### src/rtl/hazard_controller.sv
// rtl/hazard_controller.sv - pipeline hazard controller: stall, branch flush and data-memory wait sequencing
module hazard_controller #(
  parameter int BRANCH_PENALTY = 2,
  parameter int MEM_TIMEOUT    = 255
) (
  input  logic        clk_i,
  input  logic        rst_n_i,
  input  logic        stall_i,
  input  logic        branch_taken_i,
  input  logic        mem_req_i,
  input  logic        mem_ack_i,
  input  logic        clr_cnt_i,
  output logic        pc_en_o,
  output logic        if_id_en_o,
  output logic        if_id_flush_o,
  output logic        id_ex_flush_o,
  output logic        pipe_en_o,
  output logic [1:0]  state_o,
  output logic [31:0] stall_cnt_o,
  output logic [31:0] flush_cnt_o,
  output logic        mem_timeout_o
);

  typedef enum logic [1:0] {RUN = 2'd0, MEM_WAIT = 2'd1, FLUSH = 2'd2} state_t;

  localparam logic [1:0]  RELOAD  = 2'(BRANCH_PENALTY - 1);
  localparam logic [16:0] TIMEOUT = 17'(MEM_TIMEOUT);

  state_t      state, next_state;
  logic [1:0]  pend, next_pend;
  logic [15:0] wait_cnt;
  logic [16:0] wait_inc;
  logic        mem_busy;
  logic        flush_evt;

  assign mem_busy = mem_req_i & ~mem_ack_i;
  assign wait_inc = {1'b0, wait_cnt} + 17'd1;
  assign state_o  = state;

  // A nonzero pending count means FLUSH rules apply, including the MEM_WAIT ack cycle.
  always_comb begin
    pc_en_o       = 1'b0;
    if_id_en_o    = 1'b0;
    if_id_flush_o = 1'b0;
    id_ex_flush_o = 1'b0;
    pipe_en_o     = 1'b0;
    next_state    = state;
    next_pend     = pend;
    flush_evt     = 1'b0;
    if (mem_busy) begin
      next_state = MEM_WAIT;
    end else if (branch_taken_i) begin
      pc_en_o       = 1'b1;
      if_id_en_o    = 1'b1;
      pipe_en_o     = 1'b1;
      if_id_flush_o = 1'b1;
      id_ex_flush_o = 1'b1;
      flush_evt     = 1'b1;
      next_pend     = RELOAD;
      next_state    = (RELOAD != 2'd0) ? FLUSH : RUN;
    end else if (pend != 2'd0) begin
      pc_en_o       = 1'b1;
      if_id_en_o    = 1'b1;
      pipe_en_o     = 1'b1;
      if_id_flush_o = 1'b1;
      next_pend     = pend - 2'd1;
      next_state    = (pend == 2'd1) ? RUN : FLUSH;
    end else if (stall_i) begin
      pipe_en_o     = 1'b1;
      id_ex_flush_o = 1'b1;
      next_state    = RUN;
    end else begin
      pc_en_o    = 1'b1;
      if_id_en_o = 1'b1;
      pipe_en_o  = 1'b1;
      next_state = RUN;
    end
  end

  always_ff @(posedge clk_i or negedge rst_n_i) begin
    if (!rst_n_i) begin
      state         <= RUN;
      pend          <= 2'd0;
      wait_cnt      <= 16'd0;
      stall_cnt_o   <= 32'd0;
      flush_cnt_o   <= 32'd0;
      mem_timeout_o <= 1'b0;
    end else begin
      state <= next_state;
      pend  <= next_pend;

      if (clr_cnt_i)
        stall_cnt_o <= 32'd0;
      else if (!pc_en_o && stall_cnt_o != 32'hFFFF_FFFF)
        stall_cnt_o <= stall_cnt_o + 32'd1;

      if (clr_cnt_i)
        flush_cnt_o <= 32'd0;
      else if (flush_evt && flush_cnt_o != 32'hFFFF_FFFF)
        flush_cnt_o <= flush_cnt_o + 32'd1;

      // wait_cnt holds completed MEM_WAIT cycles; wait_inc includes the current one.
      if (state == MEM_WAIT) begin
        if (wait_inc == TIMEOUT)
          mem_timeout_o <= 1'b1;
        if (!mem_busy)
          wait_cnt <= 16'd0;
        else if (wait_cnt != 16'hFFFF)
          wait_cnt <= wait_inc[15:0];
      end else begin
        wait_cnt <= 16'd0;
      end
    end
  end

endmodule

### config.mk
export PLATFORM = sky130hd
export DESIGN_NAME = hazard_controller
export DESIGN_NICKNAME = d
export VERILOG_FILES = /design/src/rtl/hazard_controller.sv
export SDC_FILE = /design/constraint.sdc
export NUM_CORES = 1
export LEC_CHECK = 0
export BUFFER_PORTS_ARGS = -buffer_cell sky130_fd_sc_hd__buf_2
export CORE_ASPECT_RATIO = 1.2
export CORE_MARGIN = 8
export CORE_UTILIZATION = 51
export DETAILED_ROUTE_END_ITERATION = 8
export PLACE_DENSITY = 0.76
export SYNTH_ARGS = -nofsm -noshare
export SYNTH_HDL_FRONTEND = slang
export SYNTH_SLANG_ARGS = --single-unit
### constraint.sdc
create_clock -name clk_i -period 2.1 [get_ports clk_i]
set_input_delay 0.525 -clock clk_i [delete_from_list [all_inputs] [get_ports clk_i]]
set_output_delay 0.525 -clock clk_i [all_outputs]
set_load 0.02 [all_outputs]
==> impl_results.md <==
* Status: finished, violations left
* Failing checks: negative setup slack
* Clock power frac at between 40% and 50%
* Vias per cell at 5.86
* Nets at around 700
* DRC at 0
* I/O pin count at 79
* Delay-heaviest family, CP: simple AND/OR/NAND/NOR gates
* Worst hold path class: primary input to async pin
* FF-to-FF End: flush_cnt_o[28]$_DFFE_PN0P_
* Detailed Place HPWL at roughly 9400 um
* WP data required at approximately 2400 ps
* Clock buffer depth at 2
* Sequential share of the synthesized area at ~44%
* FF-to-FF Start: flush_cnt_o[0]$_DFFE_PN0P_
* Fin crit period at around 2100 ps
* Routed wire per std cell at between 15 and 20 um
* CP dominant cell by count: or3_4
* Initial core utilization at 51.6%
* Cells after synthesis at between 500 and 600
* R2r worst-path depth at 7
* Net Sw Power at approximately 940 uW
* Combinational share of power at about an eighth
* CP cell instances: ha_4 -> and4_4 -> nand4_1 -> buf_4 -> or3_4 -> or3_4 -> a21oi_2
* Die H at 123 um
* Switching share of power at 24.7%
* Synth Flop Type: dfrtp_1
* Flops & latches, synth at 85
* DP Worst Slack at -166 ps
* RSZ-0062 raised after global routing: yes
* Num CTS Buffers at 9
* First-pass GRT wire length at ~21000 um
* Filler Cells Inserted at approximately 730
* Vias in the first global route at between 4000 and 5000
* Final Skew at about 8.4 ps
* Clock transition at path regs at ~60 ps
* Max_cap viols at 0
* Power Total at about 3800 uW
* Top cells by area, synth: dfrtp_1, a21oi_1, nor2_1
* Final ANT Viol Nets at 0
* Sequential Power Share at between 40% and 50%
* Core Util, Final at a little over two thirds
* Largest net degree at the start of global routing at 36
* Core area at approximately 9400 sq um
* Grt ovf at 0
* Count of final hold-check violations at 0
* Synth top area share at a little over two fifths
* CTS tree: done
* H-Tree Depth at 3
* CP Buf/Inv Count at 1
* Synth Area per Inst at 9.27 sq um
* Hold Slack at 139 ps
* Post-synth top cells: dfrtp_1, nor2_1, a21oi_1, nand2_1, nand3_1
* Top cell type by total area after synthesis: dfrtp_1
* Root Driver: clkbuf_16
* Syn-to-layout area delta at 35.1%
* Clock Latency Late Sink at about 340 ps
* Tightest Pin Transition at around 520 ps
* Antenna cells at 0
* Initial DRC Count at 235
* Share of cells above drive strength 1 at between 30% and 40%
* Ys async rst share at 100%
* Max Slew Vio Count at 0
* Gr usage total at about a fifth
* Site Rows at 39
* Synthesized Nets at between 500 and 600
* Pint at 2870 uW
* Cts hold-fix bufs at 0
* Chip width at approximately 100 um
* Critical path endpoint category: flip-flop
* Worst path slowest cell: or3_4
* R2r setup slk at -20 ps
* CP max stage delay at ~400 ps
* Vias at approximately 4700
* Worst EP arrival at 2400 ps
* Die ar. at roughly 13000 sq um
* CTS Sinks at 85
* Stages on the worst setup path at 7
* Final TNS setup at -55.4 ps
* First-pass DRT Iterations at 5
* Cell area after synthesis at 4840 sq um
* CP Class: flip-flop to flip-flop
* Most numerous cell in the Yosys netlist: dfrtp_1
* Max VDD drop at about 0.41 mV
* YS warnings at 0
* Setup WS post-layout at -24.8 ps
* Port Buf Inserts at between 70 and 80
* Placer Congestion at between 0.9 and 1
* Slew HR at between 60 and 70%
* Post-synth cell types at 52
* WL final at about 13000 um
* Register area at 2130 sq um
* Crit-path max FO at 5
* Setup crit start kind: flip-flop
* Multi-input logic area at 2740 sq um
* Final Setup Violations at 3
* Initial antenna violation count at 0
* Power Dens Cells at ~580 nW/um^2
* Post-synth EDFFs at 0
* Tcrit/Tclk final at 101%
* Max Fclk at 471 MHz
* P_leak at slightly below 0.003 uW
worst register-to-register path: stages, from the launching register on:
cell     delay (ps)
dfrtp_2         390
ha_4            150
and4_4          210
nand4_1         230
buf_4           230
or3_4           400
or3_4           330
a21oi_2         120
worst max-delay path by stage:
stage | slack [ps] | endpoint | startpoint
CTS | -0.7 | flush_cnt_o[30]$_DFFE_PN0P_ | flush_cnt_o[0]$_DFFE_PN0P_
finish | -20 | flush_cnt_o[28]$_DFFE_PN0P_ | flush_cnt_o[0]$_DFFE_PN0P_
detailed placement | -170 | stall_cnt_o[26]$_DFFE_PN0P_ | branch_taken_i
global placement | -80 | stall_cnt_o[26]$_DFFE_PN0P_ | branch_taken_i
global route | -110 | flush_cnt_o[30]$_DFFE_PN0P_ | flush_cnt_o[1]$_DFFE_PN0P_
floorplan | -20 | pc_en_o | pend[0]$_DFFE_PN0P_
metrics by stage:
stage / instances / area, sq um
2_1_floorplan: 522 / 4860
3_3_place_gp: 783 / 5950
3_5_place_dp: 783 / 5950
4_1_cts: 802 / 6320
5_1_grt: 809 / 6540
6_report: 809 / 6540
flip-flops by register name, summed over array words and instances, names as in the netlist:
signal	cells
flush_cnt_o	32
wait_cnt	16
stall_cnt_o	32
pend	2
state_o	2
mem_timeout_o	1
metal layers:
metal	global-route usage, %	share of wire, %	vias to the layer above
li1	-	-	2252
met1	23.3	42	2344
met2	34.7	51	118
met3	4.20	4.8	24
met4	9.29	2.2	0
met5	0	0	-
cells by family (layout without fill, tap and decap cells):
group	Yosys count	count (layout)	share of synthesized area (%)
XOR/XNOR	22	22	3.98
adder cells (fa/ha/maj)	6	6	1.55
flip-flops	85	85	44.0
AO/OA/AOI/OAI	106	108	13.6
multiplexers	20	20	4.60
AND/OR/NAND/NOR	247	247	28.5
buffers and inverters	36	198	3.80
what timing repair did:
| action | in CTS | in global routing |
|---|---|---|
| pin swaps | 7 | 5 |
| setup buffers | 3 | 6 |
| setup endpoints to repair | 9 | 30 |
| cloned | 1 | 1 |
| gates resized for setup | 14 | 31 |
power groups by stage:
stage               Clock [uW]  Sequential, uW  Combinational (uW)
floorplan                    0            1740                 195
global placement             0            1720                 412
detailed placement           0            1720                 428
CTS                       1640            1690                 483
global route              1720            1700                 560
finish                    1620            1690                 504
final cells by class:
| cell class | count | share of cell area (%) |
|---|---|---|
| Multi-Input combinational cell | 403 | 42.0 |
| Sequential cell | 85 | 32.7 |
| Timing Repair Buffer | 170 | 17.6 |
| Clock buffer | 11 | 3.87 |
| Tap cell | 123 | 2.35 |
| Inverter | 13 | 0.785 |
| Clock inverter | 4 | 0.727 |
layout by cell type (no fill, tap or decap), types with 5 or more instances in the layout:
master / netlist / layout
o21ai_0: 26 / 26
mux2_2: 10 / 10
or3_1: 17 / 16
dfrtp_2: 0 / 6
nand3_1: 29 / 28
nor4_1: 14 / 10
nand4_1: 15 / 15
buf_2: 3 / 75
o31ai_1: 12 / 12
dfrtp_1: 85 / 79
and3_1: 7 / 7
xnor2_1: 18 / 17
nor2_1: 59 / 57
clkbuf_16: 0 / 9
buf_4: 2 / 87
nand2b_1: 6 / 5
nor2b_1: 18 / 18
inv_1: 12 / 10
a21oi_1: 45 / 44
nand2_1: 29 / 29
or4_1: 17 / 17
mux2i_1: 5 / 5
Note: power is estimated with default switching activity, not from simulation.
